<file path="config.mk">
export PLATFORM = sky130hd
export DESIGN_NAME = gpr_scoreboard_flat
export DESIGN_NICKNAME = d
export VERILOG_FILES = /design/src/rtl/gpr_scoreboard_pkg.sv /design/src/rtl/gpr_scoreboard_if.sv /design/src/rtl/gpr_scoreboard_sb_counter.sv /design/src/rtl/gpr_scoreboard.sv /design/src/flat_wrapper.sv
export SDC_FILE = /design/constraint.sdc
export NUM_CORES = 1
export LEC_CHECK = 0
export BUFFER_PORTS_ARGS = -buffer_cell sky130_fd_sc_hd__buf_2
export CAP_MARGIN = 10
export CORE_UTILIZATION = 25
export DETAILED_ROUTE_END_ITERATION = 8
export GPL_ROUTABILITY_DRIVEN = 1
export PLACE_DENSITY = 0.38
export SKIP_LAST_GASP = 1
export SLEW_MARGIN = 10
export SYNTH_ARGS = -nofsm -noshare
export SYNTH_HDL_FRONTEND = slang
export SYNTH_HIERARCHICAL = 1
export SYNTH_SLANG_ARGS = --single-unit
</file>
<file path="constraint.sdc">
create_clock -name clock -period 13.8 [get_ports clock]
set_input_delay 0.69 -clock clock [delete_from_list [all_inputs] [get_ports clock]]
set_output_delay 0.69 -clock clock [all_outputs]
set_load 0.01 [all_outputs]
</file>
<file path="src/rtl/gpr_scoreboard_pkg.sv">
// Shared constants and types for the GPR pending-write scoreboard.
package gpr_scoreboard_pkg;

    localparam int NUM_GPR   = 32;  // architectural integer registers, x0 untracked
    localparam int CNT_W     = 2;   // per-register pending counter width
    localparam int TOT_W     = 4;   // total-outstanding counter width
    localparam int GPR_IDX_W = 5;   // register index width

    typedef logic [CNT_W-1:0] sb_cnt_t;

    localparam sb_cnt_t          CNT_MAX = {CNT_W{1'b1}};
    localparam logic [TOT_W-1:0] TOT_MAX = {TOT_W{1'b1}};

endpackage

</file>
<file path="src/rtl/gpr_scoreboard_if.sv">
// ID/WB-side bundle of the GPR scoreboard: source lookups, issue, writeback,
// kill, and the hazard / status outputs.
interface gpr_scoreboard_if;

    logic                                     rs1_en;
    logic [gpr_scoreboard_pkg::GPR_IDX_W-1:0] rs1;
    logic                                     rs2_en;
    logic [gpr_scoreboard_pkg::GPR_IDX_W-1:0] rs2;
    logic                                     id_rd_en;
    logic [gpr_scoreboard_pkg::GPR_IDX_W-1:0] id_rd;
    logic                                     reg_read_busy;
    logic                                     issue_valid;
    logic                                     wb_valid;
    logic [gpr_scoreboard_pkg::GPR_IDX_W-1:0] wb_rd;
    logic                                     kill_valid;
    logic [gpr_scoreboard_pkg::GPR_IDX_W-1:0] kill_rd;
    logic [gpr_scoreboard_pkg::TOT_W-1:0]     outstanding;
    logic                                     sb_err;

    // Pipeline side: drives lookups and events, observes the hazard
    modport master (
        output rs1_en, rs1, rs2_en, rs2, id_rd_en, id_rd,
        output issue_valid, wb_valid, wb_rd, kill_valid, kill_rd,
        input  reg_read_busy, outstanding, sb_err
    );

    // Scoreboard side
    modport slave (
        input  rs1_en, rs1, rs2_en, rs2, id_rd_en, id_rd,
        input  issue_valid, wb_valid, wb_rd, kill_valid, kill_rd,
        output reg_read_busy, outstanding, sb_err
    );

endinterface

</file>
<file path="src/rtl/gpr_scoreboard_sb_counter.sv">
// One saturating up/down pending-write counter. Accepts +1 and -0/-1/-2 in
// the same cycle, applies the net result, and reports the change actually
// applied plus a saturation error pulse.
module sb_counter
    import gpr_scoreboard_pkg::*;
(
    input  logic             clock,
    input  logic             reset,
    input  logic             inc_i,
    input  logic [1:0]       dec_i,
    output sb_cnt_t          cnt_o,
    output logic [CNT_W+1:0] delta_o,
    output logic             err_o
);

    // Two extra bits: one for the +1 carry, one as sign for the -2 borrow.
    localparam int NW = CNT_W + 2;

    sb_cnt_t       cnt_q;
    sb_cnt_t       cnt_d;
    logic [NW-1:0] net_s;

    // Net next value, clamped at 0 and CNT_MAX with an error on either clamp
    always_comb begin
        net_s = {2'b00, cnt_q} + {{(NW-1){1'b0}}, inc_i} - {{(NW-2){1'b0}}, dec_i};
        cnt_d = cnt_q;
        err_o = 1'b0;
        if (net_s[NW-1]) begin
            cnt_d = {CNT_W{1'b0}};
            err_o = 1'b1;
        end else if (net_s[NW-2]) begin
            cnt_d = CNT_MAX;
            err_o = 1'b1;
        end else begin
            cnt_d = net_s[CNT_W-1:0];
        end
        delta_o = {2'b00, cnt_d} - {2'b00, cnt_q};
    end

    // Counter state register
    always_ff @(posedge clock or posedge reset) begin
        if (reset) begin
            cnt_q <= {CNT_W{1'b0}};
        end else begin
            cnt_q <= cnt_d;
        end
    end

    assign cnt_o = cnt_q;

endmodule

</file>
<file path="src/rtl/gpr_scoreboard.sv">
// GPR scoreboard: per-register pending-write counters between ID issue and
// writeback/kill, combinational read hazard for ID, registered total of
// outstanding writes and a sticky protocol-error flag.
module gpr_scoreboard
    import gpr_scoreboard_pkg::*;
(
    input  logic            clock,
    input  logic            reset,
    gpr_scoreboard_if.slave sb
);

    localparam int DW = CNT_W + 2;  // per-counter applied delta width (signed)
    localparam int SW = TOT_W + 2;  // total plus net delta (-2..+1), signed

    logic [NUM_GPR-1:0]            inc_s;
    logic [NUM_GPR-1:0][1:0]       dec_s;
    logic [NUM_GPR-1:0][CNT_W-1:0] cnt_s;
    logic [NUM_GPR-1:0][DW-1:0]    delta_s;
    logic [NUM_GPR-1:0]            cnt_err_s;

    logic             src1_busy_s;
    logic             src2_busy_s;
    logic             dst_full_s;
    logic [SW-1:0]    tot_net_s;
    logic             tot_err_s;
    logic [TOT_W-1:0] tot_q;
    logic [TOT_W-1:0] tot_d;
    logic             err_q;
    logic             err_d;

    // Index decode: issue increment and wb/kill decrement per register (x0 never hit)
    always_comb begin
        inc_s = {NUM_GPR{1'b0}};
        dec_s = {(2*NUM_GPR){1'b0}};
        for (int r = 1; r < NUM_GPR; r++) begin
            inc_s[r] = sb.issue_valid && sb.id_rd_en && (sb.id_rd == GPR_IDX_W'(r));
            dec_s[r] = {1'b0, (sb.wb_valid   && (sb.wb_rd   == GPR_IDX_W'(r)))}
                     + {1'b0, (sb.kill_valid && (sb.kill_rd == GPR_IDX_W'(r)))};
        end
    end

    // x0 has no counter; it reads as permanently idle
    assign cnt_s[0]     = {CNT_W{1'b0}};
    assign delta_s[0]   = {DW{1'b0}};
    assign cnt_err_s[0] = 1'b0;

    for (genvar g = 1; g < NUM_GPR; g++) begin : g_cnt
        sb_counter u_cnt (
            .clock   (clock),
            .reset   (reset),
            .inc_i   (inc_s[g]),
            .dec_i   (dec_s[g]),
            .cnt_o   (cnt_s[g]),
            .delta_o (delta_s[g]),
            .err_o   (cnt_err_s[g])
        );
    end

    // Hazard: a source is busy while its count exceeds this cycle's wb/kill
    // (write-through file); destination full uses the raw count on purpose
    always_comb begin
        src1_busy_s = sb.rs1_en && (sb.rs1 != {GPR_IDX_W{1'b0}}) &&
                      ({1'b0, cnt_s[sb.rs1]} > {{(CNT_W-1){1'b0}}, dec_s[sb.rs1]});
        src2_busy_s = sb.rs2_en && (sb.rs2 != {GPR_IDX_W{1'b0}}) &&
                      ({1'b0, cnt_s[sb.rs2]} > {{(CNT_W-1){1'b0}}, dec_s[sb.rs2]});
        dst_full_s  = sb.id_rd_en && (sb.id_rd != {GPR_IDX_W{1'b0}}) &&
                      (cnt_s[sb.id_rd] == CNT_MAX);
    end

    assign sb.reg_read_busy = src1_busy_s || src2_busy_s || dst_full_s;

    // Total: add the deltas the counters actually applied, clamp at 0 / TOT_MAX
    always_comb begin
        tot_net_s = {2'b00, tot_q};
        for (int r = 0; r < NUM_GPR; r++) begin
            tot_net_s = tot_net_s + {{(SW-DW){delta_s[r][DW-1]}}, delta_s[r]};
        end
        tot_d     = tot_q;
        tot_err_s = 1'b0;
        if (tot_net_s[SW-1]) begin
            tot_d     = {TOT_W{1'b0}};
            tot_err_s = 1'b1;
        end else if (tot_net_s[SW-2]) begin
            tot_d     = TOT_MAX;
            tot_err_s = 1'b1;
        end else begin
            tot_d = tot_net_s[TOT_W-1:0];
        end
        err_d = err_q || tot_err_s || (|cnt_err_s);
    end

    // Total counter and sticky error registers
    always_ff @(posedge clock or posedge reset) begin
        if (reset) begin
            tot_q <= {TOT_W{1'b0}};
            err_q <= 1'b0;
        end else begin
            tot_q <= tot_d;
            err_q <= err_d;
        end
    end

    assign sb.outstanding = tot_q;
    assign sb.sb_err      = err_q;

endmodule

</file>
<file path="src/flat_wrapper.sv">
// flat-port wrapper written by rule: the top's interface ports become plain ports
module gpr_scoreboard_flat import gpr_scoreboard_pkg::*;
  (clock, reset, sb_rs1_en, sb_rs1, sb_rs2_en, sb_rs2, sb_id_rd_en, sb_id_rd, sb_issue_valid, sb_wb_valid, sb_wb_rd, sb_kill_valid, sb_kill_rd, sb_reg_read_busy, sb_outstanding, sb_sb_err);
  gpr_scoreboard_if sb_i ();
  input  logic clock;
  input  logic reset;
  input wire logic [$bits(sb_i.rs1_en)-1:0] sb_rs1_en;
  input wire logic [$bits(sb_i.rs1)-1:0] sb_rs1;
  input wire logic [$bits(sb_i.rs2_en)-1:0] sb_rs2_en;
  input wire logic [$bits(sb_i.rs2)-1:0] sb_rs2;
  input wire logic [$bits(sb_i.id_rd_en)-1:0] sb_id_rd_en;
  input wire logic [$bits(sb_i.id_rd)-1:0] sb_id_rd;
  input wire logic [$bits(sb_i.issue_valid)-1:0] sb_issue_valid;
  input wire logic [$bits(sb_i.wb_valid)-1:0] sb_wb_valid;
  input wire logic [$bits(sb_i.wb_rd)-1:0] sb_wb_rd;
  input wire logic [$bits(sb_i.kill_valid)-1:0] sb_kill_valid;
  input wire logic [$bits(sb_i.kill_rd)-1:0] sb_kill_rd;
  output wire logic [$bits(sb_i.reg_read_busy)-1:0] sb_reg_read_busy;
  output wire logic [$bits(sb_i.outstanding)-1:0] sb_outstanding;
  output wire logic [$bits(sb_i.sb_err)-1:0] sb_sb_err;
  assign sb_i.rs1_en = sb_rs1_en;
  assign sb_i.rs1 = sb_rs1;
  assign sb_i.rs2_en = sb_rs2_en;
  assign sb_i.rs2 = sb_rs2;
  assign sb_i.id_rd_en = sb_id_rd_en;
  assign sb_i.id_rd = sb_id_rd;
  assign sb_i.issue_valid = sb_issue_valid;
  assign sb_i.wb_valid = sb_wb_valid;
  assign sb_i.wb_rd = sb_wb_rd;
  assign sb_i.kill_valid = sb_kill_valid;
  assign sb_i.kill_rd = sb_kill_rd;
  assign sb_reg_read_busy = sb_i.reg_read_busy;
  assign sb_outstanding = sb_i.outstanding;
  assign sb_sb_err = sb_i.sb_err;
  gpr_scoreboard u_core (.clock(clock), .reset(reset), .sb(sb_i));
endmodule
</file>
==> results.yml <==
status:
  status: "completed"
global_routing:
  first_global_vias: 12039
  grt_pass1_wl_um: 79200
  overflow: 0
  grt_usage_pct: 17.1
  antenna_found_initial: 2
  grt_max_degree: 39
place:
  dp_slack_ns: 3.44
  dp_hpwl_um: 44300
  routabilityCongestion: 0.882
  port_buffers: 38
  dpl_cell_area_um2: 16600
sta:
  fin_worst_skew_ns: 0.00924
  worst_slack_ns: 3.88
  fin_tns_setup_ns: 0
  fin_crit_ns: 9.92
  finalMaxSlewViolations: 0
  finalHoldViolations: 0
  period_share_pct: 71.9
  max_freq_mhz: 101
  hold-worst-slack_ns: 0.539
  grt_setup_unrepaired: "false"
  tightest_slew_ns: 0.913
  maxSlewHeadroom_pct: 39.1
  setup_viol: 0
synthesis:
  ys_async_sr_fraction_pct: 100
  ys.flop_type: "dfrtp_1"
  synthTopCellsByArea: "fa_1, ha_1, dfrtp_1"
  synth-edff-count: 0
  syn-num-nets: 2023
  synth_seq_cells: 67
  synth_cell_types: 56
  syn_area_per_cell_um2: 9.84
  yosys_warnings: 6
  synthesis.area_um2: 15700
  syn_inst: 1597
  yosys.area.top_type: "fa_1"
  synth_top_area_share_pct: 28.1
  ys_seq_area_share_pct: 10.7
clocking:
  tritoncts: "done"
  htree_levels: 3
  cts_hold_buf: 0
  numCtsBuffers: 9
  cts_resized: 0
  cts.clk_slew.worst_paths_ns: 0.07
  clkLatencyLatePin_ns: 0.38
  post_cts_buffers: 0
  root_buffer: "clkbuf_16"
  cts.sinks: 67
  cts_buffer_depth: 2
setup_path:
  max_stage_delay_ns: 0.55
  arrival_ns: 10.18
  path_common_cell: "fa_1"
  cp_slowest_cell: "fa_1"
  worstSetupEndpointType: "register"
  critPathKind: "input port to register"
  critPathRequiredTime_ns: 14.06
  cpLargestDelayFamily: "adder cells"
  worst-path-buf-inv: 8
  crit_fanout: 6
  critical_path.startpoint_type: "input port"
floorplan:
  dieArea_um2: 63900
  die_h_um: 253
  ios: 39
  initial_utilization_pct: 25.4
  core_area_um2: 61900
  die_w_um: 253
  num_rows: 91
finish:
  final_cell_mix: "inv_1, fa_1, ha_1"
  synthToLayoutAreaGrowth_pct: 7.71
  nFillCells: 6622
  drive_gt1_share_pct: 12.0
  nets: 2008
  seq_area_um2: 1680
  design_area_um2: 16900
  multi_input_area_um2: 12100
  layout_commonest_cell: "inv_1"
routing:
  avgRoutedWirePerCell_um: 21.3
  ant_nets: 0
  drc_errors: 0
  firstDrtPassIters: 5
  vias: 11355
  drt_iter0_drc: 744
  wirelength_um: 51600
  vias_per_cell: 4.68
job:
  cap_violations: 0
hold_path:
  hold_path_class: "input port to async pin"
==> layer usage <==
| metal | vias up | track usage (%) | share of wire (%) |
|---|---|---|---|
| li1 | 5237 | - | - |
| met1 | 5809 | 25.0 | 48 |
| met2 | 269 | 26.2 | 45 |
| met3 | 38 | 1.80 | 4.6 |
| met4 | 2 | 5.16 | 1.9 |
| met5 | - | 0 | 0.017 |
==> layout make-up <==
| type | instances | share of cell area [%] |
|---|---|---|
| multi-input cells | 1040 | 71.3 |
| flip-flops and latches | 67 | 9.90 |
| inverters | 421 | 9.33 |
| well taps | 837 | 6.19 |
| clock buffers | 12 | 1.52 |
| repair buffers | 43 | 1.35 |
| clock inverters | 4 | 0.429 |
| diodes | 1 | 0.0148 |
==> through the flow <==
| stage | utilization, % | cells |
|---|---|---|
| final | 27.3 | 2425 |
| after global routing | 27.3 | 2424 |
| after CTS | 27.3 | 2424 |
| after detailed placement | 26.8 | 2408 |
| after global placement | 26.8 | 2408 |
| after floorplan | - | 1597 |
==> Yosys cell counts, drive strengths merged, types with 16 or more instances <==
| master | n |
|---|---|
| a2bb2oi | 29 |
| o21ai | 16 |
| nor2 | 106 |
| xnor2 | 60 |
| dfrtp | 67 |
| buf | 48 |
| nand3 | 20 |
| and3b | 31 |
| inv | 420 |
| clkbuf | 21 |
| fa | 221 |
| o22a | 60 |
| mux4 | 55 |
| nand2 | 45 |
| ha | 172 |
| nor2b | 19 |
| o22ai | 64 |
| mux2i | 20 |
==> final timing paths <==
kind	start	to	slack, ns	depth (start not counted)
worst max-delay path	sb_kill_valid	u_core/sb.sb_err	3.88	33
worst min-delay path	reset	u_core/g_cnt[27].u_cnt/cnt_o[1]	0.54	3
worst max register to register	u_core/g_cnt[9].u_cnt/cnt_o[0]	u_core/sb.sb_err	4.79	29
worst min register to register	u_core/g_cnt[14].u_cnt/cnt_o[1]	u_core/g_cnt[14].u_cnt/cnt_o[1]	1.02	2
max in group asynchronous	reset	u_core/sb.outstanding[1]	12.99	3
min in group clock	u_core/g_cnt[14].u_cnt/cnt_o[1]	u_core/g_cnt[14].u_cnt/cnt_o[1]	1.02	2
==> cells by family after synthesis <==
family                   count (synthesis)  share of synthesized area (%)
XOR/XNOR                                65                           5.09
flip-flops                              67                           10.7
AND/OR/NAND/NOR                        259                           8.54
multiplexers                            85                           9.87
buffers and inverters                  490                           12.6
AO/OA/AOI/OAI                          238                           11.4
adder cells (fa/ha/maj)                393                           41.8
==> sequential cells by signal, summed over array words and instances (netlist names) <==
register / flops
u_core/sb.outstanding: 4
u_core/g_cnt.u_cnt/cnt_o: 62
u_core/sb.sb_err: 1
==> worst reg2reg max path: cells and delay by family (launching register included) <==
| kind | cells | cell delay (ns) |
|---|---|---|
| adder cells (fa/ha/maj) | 15 | 6.15 |
| XOR/XNOR | 1 | 0.24 |
| AND/OR/NAND/NOR | 4 | 1.16 |
| AO/OA/AOI/OAI | 1 | 0.36 |
| flip-flops | 1 | 0.53 |
| buffers and inverters | 8 | 0.45 |
Power is left out: the tool's default activity adds up to more than one toggle a clock period on the data nets, which glitch-free logic cannot reach.
